$ cat config.mk
export PLATFORM = sky130hd
export DESIGN_NAME = mac_operand_feeder_flat
export DESIGN_NICKNAME = d
export VERILOG_FILES = /design/src/rtl/mac_operand_feeder_if.sv /design/src/rtl/mac_operand_feeder.sv /design/src/flat_wrapper.sv
export SDC_FILE = /design/constraint.sdc
export NUM_CORES = 1
export LEC_CHECK = 0
export CAP_MARGIN = 25
export CORE_UTILIZATION = 32
export CTS_CLUSTER_DIAMETER = 150
export DETAILED_ROUTE_END_ITERATION = 8
export PLACE_DENSITY = 0.47
export SYNTH_ARGS = -nofsm -noshare
export SYNTH_HDL_FRONTEND = slang
export SYNTH_SLANG_ARGS = --single-unit
export TNS_END_PERCENT = 1
$ cat constraint.sdc
create_clock -name clk -period 5.8 [get_ports clk]
set_clock_uncertainty 0.2 [all_clocks]
set_input_delay 1.16 -clock clk [delete_from_list [all_inputs] [get_ports clk]]
set_output_delay 1.16 -clock clk [all_outputs]
set_load 0.01 [all_outputs]
$ cat src/rtl/mac_operand_feeder_if.sv
// Operand/MAC handshake bundle between upstream source, feeder and MAC.
// master = upstream and downstream environment, slave = mac_operand_feeder.
interface mac_operand_feeder_if #(
    parameter int DATA_W = 10
);
    logic              in_valid;
    logic              in_ready;
    logic [DATA_W-1:0] in_a;
    logic [DATA_W-1:0] in_b;
    logic              out_ready;
    logic [DATA_W-1:0] mac_a;
    logic [DATA_W-1:0] mac_b;
    logic              mac_valid;
    logic              mac_last;
    logic              mac_clr;
    logic              vec_done;

    modport master (
        output in_valid, in_a, in_b, out_ready,
        input  in_ready, mac_a, mac_b, mac_valid, mac_last, mac_clr, vec_done
    );

    modport slave (
        input  in_valid, in_a, in_b, out_ready,
        output in_ready, mac_a, mac_b, mac_valid, mac_last, mac_clr, vec_done
    );
endinterface

$ cat src/rtl/mac_operand_feeder.sv
// Operand pair FIFO plus vector sequencer driving the 10x10 MAC (clear, stream, drain).
// Defining MAC_FEED_ABORT_EN adds an abort input that flushes the FIFO and restarts from IDLE.
module mac_operand_feeder #(
    parameter int DATA_W  = 10,
    parameter int DEPTH   = 8,
    parameter int VEC_LEN = 16
) (
    input logic clk,
    input logic rst,
`ifdef MAC_FEED_ABORT_EN
    input logic abort,
`endif
    mac_operand_feeder_if.slave bus
);
    localparam int PTR_W = $clog2(DEPTH);
    localparam int CNT_W = (VEC_LEN > 1) ? $clog2(VEC_LEN) : 1;

    localparam logic [PTR_W:0]   FULL_CNT = {1'b1, {PTR_W{1'b0}}};
    localparam logic [PTR_W:0]   OCC_ONE  = (PTR_W+1)'(1);
    localparam logic [PTR_W-1:0] PTR_ONE  = PTR_W'(1);
    localparam logic [CNT_W-1:0] CNT_ONE  = CNT_W'(1);
    localparam logic [CNT_W-1:0] LAST_CNT = CNT_W'(VEC_LEN - 1);

    typedef enum logic [1:0] {
        IDLE   = 2'd0,
        CLEAR  = 2'd1,
        STREAM = 2'd2,
        DRAIN  = 2'd3
    } state_t;

    state_t            state_r, state_s;
    logic [DATA_W-1:0] mem_a_r [DEPTH];
    logic [DATA_W-1:0] mem_b_r [DEPTH];
    logic [PTR_W-1:0]  wr_ptr_r, rd_ptr_r;
    logic [PTR_W:0]    count_r, count_s;
    logic              in_ready_r;
    logic [CNT_W-1:0]  cnt_r, cnt_s;
    logic [DATA_W-1:0] mac_a_r, mac_b_r;
    logic              mac_valid_r, mac_last_r, mac_clr_r, vec_done_r;
    logic              push_s, pop_s, empty_s, abort_s;
    logic              clr_s, last_s, done_s;

`ifdef MAC_FEED_ABORT_EN
    assign abort_s = abort;
`else
    assign abort_s = 1'b0;
`endif

    // A push arriving in an abort cycle is dropped along with the flushed contents.
    assign push_s  = bus.in_valid & in_ready_r & ~abort_s;
    assign empty_s = (count_r == {(PTR_W+1){1'b0}});

    // Next occupancy from push/pop; simultaneous push and pop leaves it unchanged.
    always_comb begin
        count_s = count_r;
        if (push_s && !pop_s) begin
            count_s = count_r + OCC_ONE;
        end else if (pop_s && !push_s) begin
            count_s = count_r - OCC_ONE;
        end else begin
            count_s = count_r;
        end
    end

    // Sequencer next state, pair counter and the output decisions registered below.
    always_comb begin
        state_s = state_r;
        cnt_s   = cnt_r;
        pop_s   = 1'b0;
        clr_s   = 1'b0;
        last_s  = 1'b0;
        done_s  = 1'b0;
        if (abort_s) begin
            state_s = IDLE;
            cnt_s   = {CNT_W{1'b0}};
            clr_s   = 1'b1;
        end else begin
            case (state_r)
                IDLE: begin
                    if (!empty_s) begin
                        state_s = CLEAR;
                    end else begin
                        state_s = IDLE;
                    end
                end
                CLEAR: begin
                    clr_s   = 1'b1;
                    cnt_s   = {CNT_W{1'b0}};
                    state_s = STREAM;
                end
                STREAM: begin
                    if (!empty_s && bus.out_ready) begin
                        pop_s = 1'b1;
                        if (cnt_r == LAST_CNT) begin
                            last_s  = 1'b1;
                            state_s = DRAIN;
                        end else begin
                            cnt_s   = cnt_r + CNT_ONE;
                            state_s = STREAM;
                        end
                    end else begin
                        state_s = STREAM;
                    end
                end
                DRAIN: begin
                    done_s = 1'b1;
                    if (!empty_s) begin
                        state_s = CLEAR;
                    end else begin
                        state_s = IDLE;
                    end
                end
                default: begin
                    state_s = IDLE;
                    cnt_s   = {CNT_W{1'b0}};
                end
            endcase
        end
    end

    // Operand storage; contents need no reset because occupancy gates every read.
    always_ff @(posedge clk) begin
        if (push_s) begin
            mem_a_r[wr_ptr_r] <= bus.in_a;
            mem_b_r[wr_ptr_r] <= bus.in_b;
        end
    end

    // FIFO pointers, occupancy and in_ready, which tracks the registered occupancy.
    always_ff @(posedge clk) begin
        if (rst) begin
            wr_ptr_r   <= {PTR_W{1'b0}};
            rd_ptr_r   <= {PTR_W{1'b0}};
            count_r    <= {(PTR_W+1){1'b0}};
            in_ready_r <= 1'b0;
        end else if (abort_s) begin
            wr_ptr_r   <= {PTR_W{1'b0}};
            rd_ptr_r   <= {PTR_W{1'b0}};
            count_r    <= {(PTR_W+1){1'b0}};
            in_ready_r <= 1'b1;
        end else begin
            if (push_s) begin
                wr_ptr_r <= wr_ptr_r + PTR_ONE;
            end
            if (pop_s) begin
                rd_ptr_r <= rd_ptr_r + PTR_ONE;
            end
            count_r    <= count_s;
            in_ready_r <= (count_s != FULL_CNT);
        end
    end

    // Sequencer state and pair counter.
    always_ff @(posedge clk) begin
        if (rst) begin
            state_r <= IDLE;
            cnt_r   <= {CNT_W{1'b0}};
        end else begin
            state_r <= state_s;
            cnt_r   <= cnt_s;
        end
    end

    // Registered MAC stream; bubbles carry zero operands since the MAC has no enable.
    always_ff @(posedge clk) begin
        if (rst) begin
            mac_a_r     <= {DATA_W{1'b0}};
            mac_b_r     <= {DATA_W{1'b0}};
            mac_valid_r <= 1'b0;
            mac_last_r  <= 1'b0;
            mac_clr_r   <= 1'b1;
            vec_done_r  <= 1'b0;
        end else begin
            mac_a_r     <= pop_s ? mem_a_r[rd_ptr_r] : {DATA_W{1'b0}};
            mac_b_r     <= pop_s ? mem_b_r[rd_ptr_r] : {DATA_W{1'b0}};
            mac_valid_r <= pop_s;
            mac_last_r  <= last_s;
            mac_clr_r   <= clr_s;
            vec_done_r  <= done_s;
        end
    end

    assign bus.in_ready  = in_ready_r;
    assign bus.mac_a     = mac_a_r;
    assign bus.mac_b     = mac_b_r;
    assign bus.mac_valid = mac_valid_r;
    assign bus.mac_last  = mac_last_r;
    assign bus.mac_clr   = mac_clr_r;
    assign bus.vec_done  = vec_done_r;
endmodule

$ cat src/flat_wrapper.sv
// flat-port wrapper written by rule: the top's interface ports become plain ports
module mac_operand_feeder_flat 
#(
    parameter int DATA_W  = 10,
    parameter int DEPTH   = 8,
    parameter int VEC_LEN = 16
)
  (clk, rst, bus_in_valid, bus_in_a, bus_in_b, bus_out_ready, bus_in_ready, bus_mac_a, bus_mac_b, bus_mac_valid, bus_mac_last, bus_mac_clr, bus_vec_done);
  mac_operand_feeder_if #(.DATA_W(DATA_W)) bus_i ();
  input logic clk;
  input logic rst;
  input wire logic [$bits(bus_i.in_valid)-1:0] bus_in_valid;
  input wire logic [$bits(bus_i.in_a)-1:0] bus_in_a;
  input wire logic [$bits(bus_i.in_b)-1:0] bus_in_b;
  input wire logic [$bits(bus_i.out_ready)-1:0] bus_out_ready;
  output wire logic [$bits(bus_i.in_ready)-1:0] bus_in_ready;
  output wire logic [$bits(bus_i.mac_a)-1:0] bus_mac_a;
  output wire logic [$bits(bus_i.mac_b)-1:0] bus_mac_b;
  output wire logic [$bits(bus_i.mac_valid)-1:0] bus_mac_valid;
  output wire logic [$bits(bus_i.mac_last)-1:0] bus_mac_last;
  output wire logic [$bits(bus_i.mac_clr)-1:0] bus_mac_clr;
  output wire logic [$bits(bus_i.vec_done)-1:0] bus_vec_done;
  assign bus_i.in_valid = bus_in_valid;
  assign bus_i.in_a = bus_in_a;
  assign bus_i.in_b = bus_in_b;
  assign bus_i.out_ready = bus_out_ready;
  assign bus_in_ready = bus_i.in_ready;
  assign bus_mac_a = bus_i.mac_a;
  assign bus_mac_b = bus_i.mac_b;
  assign bus_mac_valid = bus_i.mac_valid;
  assign bus_mac_last = bus_i.mac_last;
  assign bus_mac_clr = bus_i.mac_clr;
  assign bus_vec_done = bus_i.vec_done;
  mac_operand_feeder #(.DATA_W(DATA_W), .DEPTH(DEPTH), .VEC_LEN(VEC_LEN)) u_core (.clk(clk), .rst(rst), .bus(bus_i));
endmodule
==> results_dict.tcl <==
set metrics [dict create \
    synthFlopType "edfxtp_1" \
    nFillCells 2134 \
    numClockSinks 201 \
    leakage_nw 2.90 \
    grt_pass1_vias 4144 \
    wl_per_cell_um 19.1 \
    fmax_mhz 307 \
    drc 0 \
    crit_required_ns 5.78 \
    cts_tree "yes" \
    post-route-period-util 0.562 \
    hold_depth 2 \
    slew_headroom 0.452 \
    fp.dieArea_sq_mm 0.0245 \
    vdd_drop_max_v 0.000198 \
    cts_max_level 1 \
    num_antenna_cells 0 \
    async_flop_share 0 \
    num_io_pins 49 \
    status "completed" \
    setup_viol 0 \
    clk_path_buf_depth 3 \
    hold_path_class "reg -> reg" \
    power_density_mw_per_mm2 332 \
    worstMarginPinSlew_ns 0.818 \
    max-cap-violations 0 \
    avgViaCountPerCell 4.77 \
    grt_first_pass_wirelength_um 24200 \
    vias 3876 \
    r2r-end "u_core.mem_a_r[3][6]" \
    synth_area_sq_mm 0.00764 \
    dp_cells 771 \
    setup_slack_ns 2.54 \
    end_kind "register" \
    rows 56 \
    timing.rr.start "u_core.bus.in_ready" \
    drt_iter0_drc 188 \
    syn_to_final_growth_pct 21.6 \
    clkTransAtPathRegs_ns 0.06 \
    min_period_ns 3.26 \
    ys_seq_area_frac 0.736 \
    postCtsSetupBuffers 0 \
    post_dp_cell_area_sq_mm 0.00857 \
    rsz0062_at_grt "false" \
    nets 510 \
    whs_endpoint "u_core.cnt_r[0]" \
    cpPeakStageDelay_ns 0.80 \
    initial_utilization 0.326 \
    finalInstanceArea_sq_mm 0.00929 \
    dp_worst_setup_slack_ns 1.97 \
    synth_warnings 0 \
    final_cells 812 \
    core_area_sq_mm 0.0235 \
    cp-start-kind "primary input" \
    cts_root_buf "clkbuf_16" \
    antenna_found_initial 0 \
    clock_latency_ns 0.49 \
    final_util 0.396 \
    first_pass_iters 4 \
    port_buffers 48 \
    die_h_um 157 \
    syn_avg_cell_area_sq_um 18.5 \
    routed_wl_um 15500 \
    crit_type "in -> reg" \
    synth.distinct_cells 48 \
    chipWidth_um 157 \
    cp_max_fo 12 \
    synth_edf_count 160 \
    hold_viol 0 \
    ant_nets 0 \
    track_usage 0.133 \
    grt_max_degree 27 \
    ctsResizeCount 0 \
    numCtsBuffers 22 \
    reg2reg_setup_slack_ns 3.33 \
    grt_overflow 0 \
    setup_tns_ns 0 \
    dp_hpwl_um 9360 \
    cp_data_arrival_time_ns 3.24 \
    ys_seq_elements 201 \
    drv_slew 0 \
    crit_path_cell_trace "clkdlybuf4s50_1 > nand2_1 > nor3_2 > buf_4" \
    cpMaxStageDelayCell "nor3_2" \
    synthCells 413 \
    crit_start "bus_in_valid" \
    drive_above_1_share 0.203 \
    synth_fp_nets 446 \
    routabilityCongestion 0.769 \
    reg2reg_depth 3 \
    min_from "u_core.cnt_r[0]" \
    holdBufCountCts 0 \
]
## critical path, delay by kind of cell
family                 cells  cell delay [ns]
and+or+nand+nor            2             1.17
buffers and inverters      2             0.90
## layer usage
metal | wire length (um) | share of wire | vias up | global-route usage
met5 | 0 | 0 | - | 0
met4 | 259 | 0.017 | 0 | 0.0383
met1 | 7270 | 0.47 | 1988 | 0.180
met2 | 7280 | 0.47 | 97 | 0.219
met3 | 661 | 0.043 | 23 | 0.0233
li1 | - | - | 1768 | -
## cell families (layout without fill, tap and decap cells)
family                   Yosys count  count (layout)  share of synthesized area
flip-flops                       201             201                      0.736
XOR/XNOR                           4               4                    0.00459
AO/OA/AOI/OAI                     31              31                     0.0323
buffers and inverters             30             110                     0.0174
adder cells (fa/ha/maj)            9               9                     0.0147
AND/OR/NAND/NOR                   78              78                     0.0508
multiplexers                      60              60                      0.144
## layout by cell type (no fill, tap or decap), types with 3 or more instances in the layout
cell / n
nand3_1: 6
nand2b_1: 3
clkbuf_16: 23
nor2_1: 29
inv_1: 8
or2_2: 3
a221oi_1: 3
nand2_1: 9
dfxtp_1: 39
edfxtp_1: 160
clkdlybuf4s50_1: 48
mux2i_1: 20
nor3_2: 4
clkbuf_1: 11
o21ai_0: 4
mux4_2: 40
nor2_2: 3
ha_1: 9
buf_4: 12
a31oi_1: 3
nand4_1: 3
a21oi_1: 6
## synthesized netlist by cell type, types with 3 or more instances
master,number,area [sq um]
a21oi_1,6,30.0
a221oi_1,3,26.3
a31oi_1,3,18.8
buf_1,9,33.8
buf_2,4,20.0
clkbuf_1,7,26.3
dfxtp_1,41,821
edfxtp_1,160,4800
ha_1,9,113
inv_1,8,30.0
mux2i_1,20,200
mux4_2,40,901
nand2_1,9,33.8
nand2b_1,3,18.8
nand3_1,6,30.0
nand4_1,3,18.8
nor2_1,32,120
nor3_1,6,30.0
o21ai_0,4,20.0
or2_2,3,18.8
## per-stage QoR
step | power, mW | hold slack (ns)
6_report | 3.08 | 0.305
5_1_grt | 3.19 | 0.342
4_1_cts | 3.12 | 0.308
3_5_place_dp | 1.76 | 0.297
3_3_place_gp | 1.75 | 0.284
2_1_floorplan | 1.69 | 0.266
## where the power goes
group	switching (mW)	internal, mW	total, mW	leakage (nW)
Clock	0.539	0.820	1.36	0.332
Combinational	0.0745	0.0603	0.135	0.791
Sequential	0.0136	1.58	1.59	1.78
Total	0.627	2.46	3.08	2.90
## worst max path at each step
stage                                       to
after floorplan           u_core.mem_a_r[0][0]
after global placement       u_core.state_r[0]
after detailed placement  u_core.mem_b_r[3][5]
after CTS                 u_core.mem_a_r[3][6]
after global routing      u_core.mem_a_r[2][6]
final                     u_core.mem_a_r[3][6]
## flip-flops by register name, summed over array words and instances, names as in the netlist
signal,count
u_core.bus.mac_clr,1
u_core.mem_b_r,80
u_core.bus.mac_a,10
u_core.rd_ptr_r,3
u_core.state_r,2
u_core.count_r,4
u_core.bus.mac_valid,1
u_core.bus.mac_last,1
u_core.bus.vec_done,1
u_core.wr_ptr_r,3
u_core.bus.in_ready,1
u_core.cnt_r,4
u_core.mem_a_r,80
u_core.bus.mac_b,10
## area by class of cell
| type | instances | area, sq um | area share |
|---|---|---|---|
| clock buffer | 34 | 617 | 0.0664 |
| clock inverter | 6 | 80.1 | 0.00862 |
| inverter | 8 | 30.0 | 0.00323 |
| multi-input combinational | 182 | 1920 | 0.206 |
| sequential | 201 | 5630 | 0.606 |
| tap | 319 | 399 | 0.0430 |
| timing repair buffer | 62 | 618 | 0.0665 |
(Power assumes the default switching activity.)
